**src/rtl/strip_y_table.sv**
```systemverilog
// Strip-to-y-position map: loads per-strip heights, builds start-y prefix sums one strip per
// cycle, then serves registered queries. Overflow checking is enabled by STRIP_Y_OVF_CHECK_EN.
module strip_y_table #(
  parameter int unsigned NUM_STRIPS = 13,
  parameter int unsigned ID_W       = 4,
  parameter int unsigned H_W        = 5,
  parameter int unsigned Y_W        = 8,
  parameter int unsigned ARRAY_H    = 128
) (
  input  logic            clk_i,
  input  logic            rst_n_i,
  input  logic            cfg_we_i,
  input  logic [ID_W-1:0] cfg_id_i,
  input  logic [H_W-1:0]  cfg_h_i,
  input  logic            build_i,
  output logic            busy_o,
  output logic            ready_o,
  input  logic            q_valid_i,
  input  logic [ID_W-1:0] q_id_i,
  output logic            q_ready_o,
  output logic            r_valid_o,
  output logic [Y_W-1:0]  r_y_o,
  output logic [H_W-1:0]  r_h_o,
  output logic            r_err_o,
  output logic [Y_W:0]    total_o,
  output logic            ovf_o
);

  typedef enum logic [1:0] {StIdle, StBuild, StReady} state_e;

  localparam logic [ID_W-1:0] NumId = ID_W'(NUM_STRIPS);
  localparam logic [ID_W-1:0] OneId = ID_W'(1);

  state_e r_state, w_state_d;

  logic [H_W-1:0]  r_h [NUM_STRIPS];
  logic [Y_W-1:0]  r_y [NUM_STRIPS];
  logic [Y_W:0]    r_acc;
  logic [ID_W-1:0] r_k;
  logic [Y_W:0]    r_total;
  logic            r_resp_valid;
  logic [Y_W-1:0]  r_resp_y;
  logic [H_W-1:0]  r_resp_h;
  logic            r_resp_err;

  logic            w_cfg_ok, w_q_ok, w_accept, w_start, w_last, w_q_flag;
  logic [ID_W-1:0] w_cfg_idx, w_q_idx, w_k_idx;
  logic [Y_W:0]    w_sum;

  assign busy_o    = (r_state == StBuild);
  assign ready_o   = (r_state == StReady);
  assign q_ready_o = ready_o & ~cfg_we_i;
  assign r_valid_o = r_resp_valid;
  assign r_y_o     = r_resp_y;
  assign r_h_o     = r_resp_h;
  assign r_err_o   = r_resp_err;
  assign total_o   = r_total;

  assign w_cfg_idx = cfg_id_i - OneId;
  assign w_q_idx   = q_id_i - OneId;
  assign w_k_idx   = r_k - OneId;
  assign w_cfg_ok  = cfg_we_i && (cfg_id_i != '0) && (cfg_id_i <= NumId);
  assign w_q_ok    = (q_id_i != '0) && (q_id_i <= NumId);
  assign w_accept  = q_valid_i & q_ready_o;
  assign w_sum     = r_acc + (Y_W+1)'(r_h[w_k_idx]);
  assign w_last    = (r_k == NumId);
  // A simultaneous cfg write in READY wins over the build request.
  assign w_start   = build_i && ((r_state == StIdle) || ((r_state == StReady) && !cfg_we_i));

  always_ff @(posedge clk_i or negedge rst_n_i) begin
    if (!rst_n_i) r_state <= StIdle;
    else          r_state <= w_state_d;
  end

  always_comb begin
    w_state_d = r_state;
    unique case (r_state)
      StIdle:  if (build_i) w_state_d = StBuild;
      StBuild: if (w_last) w_state_d = StReady;
      StReady: begin
        if (cfg_we_i)     w_state_d = StIdle;
        else if (build_i) w_state_d = StBuild;
      end
      default: w_state_d = StIdle;
    endcase
  end

  always_ff @(posedge clk_i or negedge rst_n_i) begin
    if (!rst_n_i) begin
      for (int i = 0; i < int'(NUM_STRIPS); i++) r_h[i] <= '0;
    end else if (w_cfg_ok && (r_state != StBuild)) begin
      r_h[w_cfg_idx] <= cfg_h_i;
    end
  end

  always_ff @(posedge clk_i or negedge rst_n_i) begin
    if (!rst_n_i) begin
      for (int i = 0; i < int'(NUM_STRIPS); i++) r_y[i] <= '0;
      r_acc   <= '0;
      r_k     <= '0;
      r_total <= '0;
    end else if (w_start) begin
      r_acc <= '0;
      r_k   <= OneId;
    end else if (r_state == StBuild) begin
      r_y[w_k_idx] <= r_acc[Y_W-1:0];
      r_acc        <= w_sum;
      r_k          <= r_k + OneId;
      if (w_last) r_total <= w_sum;
    end
  end

`ifdef STRIP_Y_OVF_CHECK_EN
  localparam logic [Y_W:0] ArrayHLim = (Y_W+1)'(ARRAY_H);

  logic [NUM_STRIPS-1:0] r_flag;
  logic                  r_ovf;

  always_ff @(posedge clk_i or negedge rst_n_i) begin
    if (!rst_n_i) begin
      r_flag <= '0;
      r_ovf  <= 1'b0;
    end else if (w_start) begin
      r_flag <= '0;
      r_ovf  <= 1'b0;
    end else if ((r_state == StBuild) && (w_sum > ArrayHLim)) begin
      r_flag[w_k_idx] <= 1'b1;
      r_ovf           <= 1'b1;
    end
  end

  assign ovf_o    = r_ovf;
  assign w_q_flag = r_flag[w_q_idx];
`else
  assign ovf_o    = 1'b0;
  assign w_q_flag = 1'b0;
`endif

  always_ff @(posedge clk_i or negedge rst_n_i) begin
    if (!rst_n_i) begin
      r_resp_valid <= 1'b0;
      r_resp_y     <= '0;
      r_resp_h     <= '0;
      r_resp_err   <= 1'b0;
    end else begin
      r_resp_valid <= w_accept;
      if (w_accept) begin
        if (w_q_ok) begin
          r_resp_y   <= r_y[w_q_idx];
          r_resp_h   <= r_h[w_q_idx];
          r_resp_err <= w_q_flag;
        end else begin
          r_resp_y   <= '0;
          r_resp_h   <= '0;
          r_resp_err <= 1'b1;
        end
      end
    end
  end

endmodule
```
**config.mk**
```make
export PLATFORM = sky130hd
export DESIGN_NAME = strip_y_table
export DESIGN_NICKNAME = d
export VERILOG_FILES = /design/src/rtl/strip_y_table.sv
export SDC_FILE = /design/constraint.sdc
export NUM_CORES = 1
export LEC_CHECK = 0
export BUFFER_PORTS_ARGS = -buffer_cell sky130_fd_sc_hd__buf_2
export CAP_MARGIN = 5
export CORE_MARGIN = 2
export CORE_UTILIZATION = 39
export CTS_CLUSTER_SIZE = 24
export DETAILED_ROUTE_END_ITERATION = 6
export PLACE_DENSITY = 0.63
export SLEW_MARGIN = 5
export SYNTH_ARGS = -nofsm -noshare
export SYNTH_HDL_FRONTEND = slang
export SYNTH_SLANG_ARGS = --single-unit
```
**constraint.sdc**
```tcl
create_clock -name clk_i -period 4.2 [get_ports clk_i]
set_input_delay 0.63 -clock clk_i [delete_from_list [all_inputs] [get_ports clk_i]]
set_output_delay 0.63 -clock clk_i [all_outputs]
set_load 0.01 [all_outputs]
```
==> metrics.txt <==
status completed; num ports 46; clk buf depth 3; Slew @ Worst Pin 0.885 ns; Post-DP Area 10900 um^2; GRT Total Usage 0.179; first-pass GRT wire length 39200 um; Final Util 0.448; top area cells in the synthesized netlist dfrtp_1, mux2_2, mux4_2; final worst path period need slightly below 4 ns; CP Data Arrival Time 4.43 ns; post-synth cell types 57; register bit total from synthesis 208; via count 6521; R2R Setup Slk 0.23 ns; Pleak 5.14 nW; Fmax achieved 0.252 GHz; DIE AREA ~28000 um^2; capturing point of the worst reg2reg path total_o[5]; critical setup path kind reg2reg; Detail Placement HPWL 16800 um; Reg clk slew, reported paths approximately 0.060 ns; die width 166 um; die height between 150 and 200 um; CTS Sinks ~210; Num CTS Buffers 23; Syn Nets 780; required time of the critical path 4.66 ns; area leader, netlist dfrtp_1; post-route design area 11600 um^2; # H-tree levels 1; initial antenna violation count 0; Core Rows 59; crit path max fanout 13; Async SR Flop Fraction 1.00; Syn Inst Count 747; yosys warns 0; DRT antenna net count 0; CTS resizes 0; Worst Setup SP r_k[1]; Clock Skew 0.0146 ns; gr ovfl total 0; Hold Vio Cnt, Final 0; MaxCap Viol Count 0; # diodes 0; power per cell area 753 nW/um^2; Port Buffers 44; nets@finish 820; initial DRC count 307; Critical Path Sink Type register; Top FF cell, synth dfrtp_1; worst vdd ir ~0.43 mV; vias per cell 5.74; Synth top area share 0.506; capture point of the worst path total_o[5]; EDFF count, synth 0; GPL Wtd Cong 0.851; P&R area growth vs syn 13.2%; WL/cell roughly 22 um; # setup viols final 0; placed insts about 1100; Mapped Area 10300 um^2; Slew Viols, Final 0; Reg-to-Reg Start r_k[1]; register area share after synthesis 0.506; routed wire length roughly 25000 um; most instantiated cells after synthesis dfrtp_1, mux2_2, mux4_2; postcts setup bufs 0; most frequent cell after synthesis dfrtp_1; Pre-antenna DRT Iters 5; critical path launch point type register; relative slew slack 0.410; setup TNS 0 ns; post-synthesis average cell area 13.8 um^2; Post-route DRC 0; layout cells sized above 1 0.429; reg2reg path depth 12; Root Driver clkbuf_16; vias in the first global route 6708; clk_lat worst skew 0.52 ns; Hold Path Class in2async; core box area 26000 um^2; RSZ-0062 raised after global routing no; fin cells about 1100; largest net degree at the start of global routing 112; CTS Hold Bufs 0; fin crit share 0.945; initial core utilization 0.396; CTS tree done
[kinds of logic (layout without fill, tap and decap cells)]
kind of cell | Yosys count | in the layout | synth area share
multiplexers | 236 | 236 | 0.316
flip-flops | 208 | 208 | 0.506
AND/OR/NAND/NOR | 131 | 131 | 0.0650
AO/OA/AOI/OAI | 87 | 87 | 0.0637
buffers and inverters | 62 | 116 | 0.0246
adder cells (fa/ha/maj) | 15 | 15 | 0.0190
XOR/XNOR | 7 | 7 | 0.00596
other | 1 | 1 | 0.000364
[state kept, by name, summed over array words and instances, names as in the netlist]
register and flops:
r_state 2, r_valid_o 1, r_k 4, r_y_o 8, r_h 65, r_err_o 1, r_y 104, r_h_o 5
r_acc 9, total_o 9
[power breakdown]
part	leakage, nW	total (mW)	switching, mW	internal [mW]
Clock	0.355	1.96	0.812	1.14
Combinational	2.10	3.34	1.60	1.74
Sequential	2.69	3.47	0.667	2.81
[placed cells by master, fill, tap and decap left out, types with 4 or more instances in the layout]
cell type  netlist  routed
clkbuf_8         0       5
o22ai_1          5       5
clkbuf_1        35       6
a22oi_1          7       7
dfrtp_1        208     208
or3_1            5       5
a21o_1           5       5
ha_1            14      13
mux4_2          54      54
nand4_1          4       4
xor2_1           5       4
nand3_1         22      22
nor2_1          25      25
o211ai_1        16      16
buf_4            1      21
nor2_2           8       8
mux2_2         167     167
nand3b_1         4       4
a2111oi_0        4       4
inv_1           11      11
mux2i_1         13      13
o21ai_0         12      12
nand2_1         36      36
a21oi_1         11      11
buf_2            7      43
a32oi_1          6       6
a21oi_4          4       4
clkbuf_16        0      23
[critical path: stages (launching register included)]
cell and delay [ns]:
dfrtp_1 0.45, inv_1 0.14, ha_1 0.60, buf_4 0.30, mux4_2 0.22, nor2_1 0.04, a2111oi_0 0.59, buf_4 0.23
ha_1 0.23, a211oi_1 0.32, o21bai_1 0.20, or4_1 0.49, nand3_1 0.09
[layer usage]
layer  part of all wire  wire length [um]  track usage  up-vias
met5                  0                 0            0        -
met4              0.025               626       0.0499        0
met3              0.047              1160       0.0321       40
met2               0.48             11700        0.291      158
met1               0.45             11200        0.249     3432
li1                   -                 -            -     2891
[final cells by class]
| cell class | instances | area [um^2] |
|---|---|---|
| well taps | 335 | 419 |
| inverters | 11 | 41.3 |
| flip-flops and latches | 208 | 5200 |
| clock buffers | 33 | 653 |
| fillers | 2343 | 14300 |
| repair buffers | 66 | 407 |
| clock inverters | 6 | 72.6 |
| multi-input cells | 477 | 4850 |
[metrics by stage]
step / total power [mW] / hold slack, ns / setup slack [ns]
floorplan: 5.83 / 0.334 / 0.144
global placement: 6.75 / 0.462 / 0.376
detailed placement: 6.85 / 0.469 / 0.278
CTS: 8.82 / 0.267 / 0.252
global route: 9.33 / 0.302 / 0.0552
finish: 8.77 / 0.234 / 0.231
[worst min path at each step]
stage	start	endpoint	slack (ns)	depth (start not counted)
3_5_place_dp	total_o[1]	total_o[1]	0.47	2
3_3_place_gp	total_o[2]	total_o[2]	0.46	2
6_report	rst_n_i	r_h[8]	0.23	1
5_1_grt	rst_n_i	r_h[23]	0.30	1
2_1_floorplan	rst_n_i	r_acc[0]	0.33	0
4_1_cts	rst_n_i	r_h[8]	0.27	1
No activity file was read; power rests on OpenSTA's default activity.
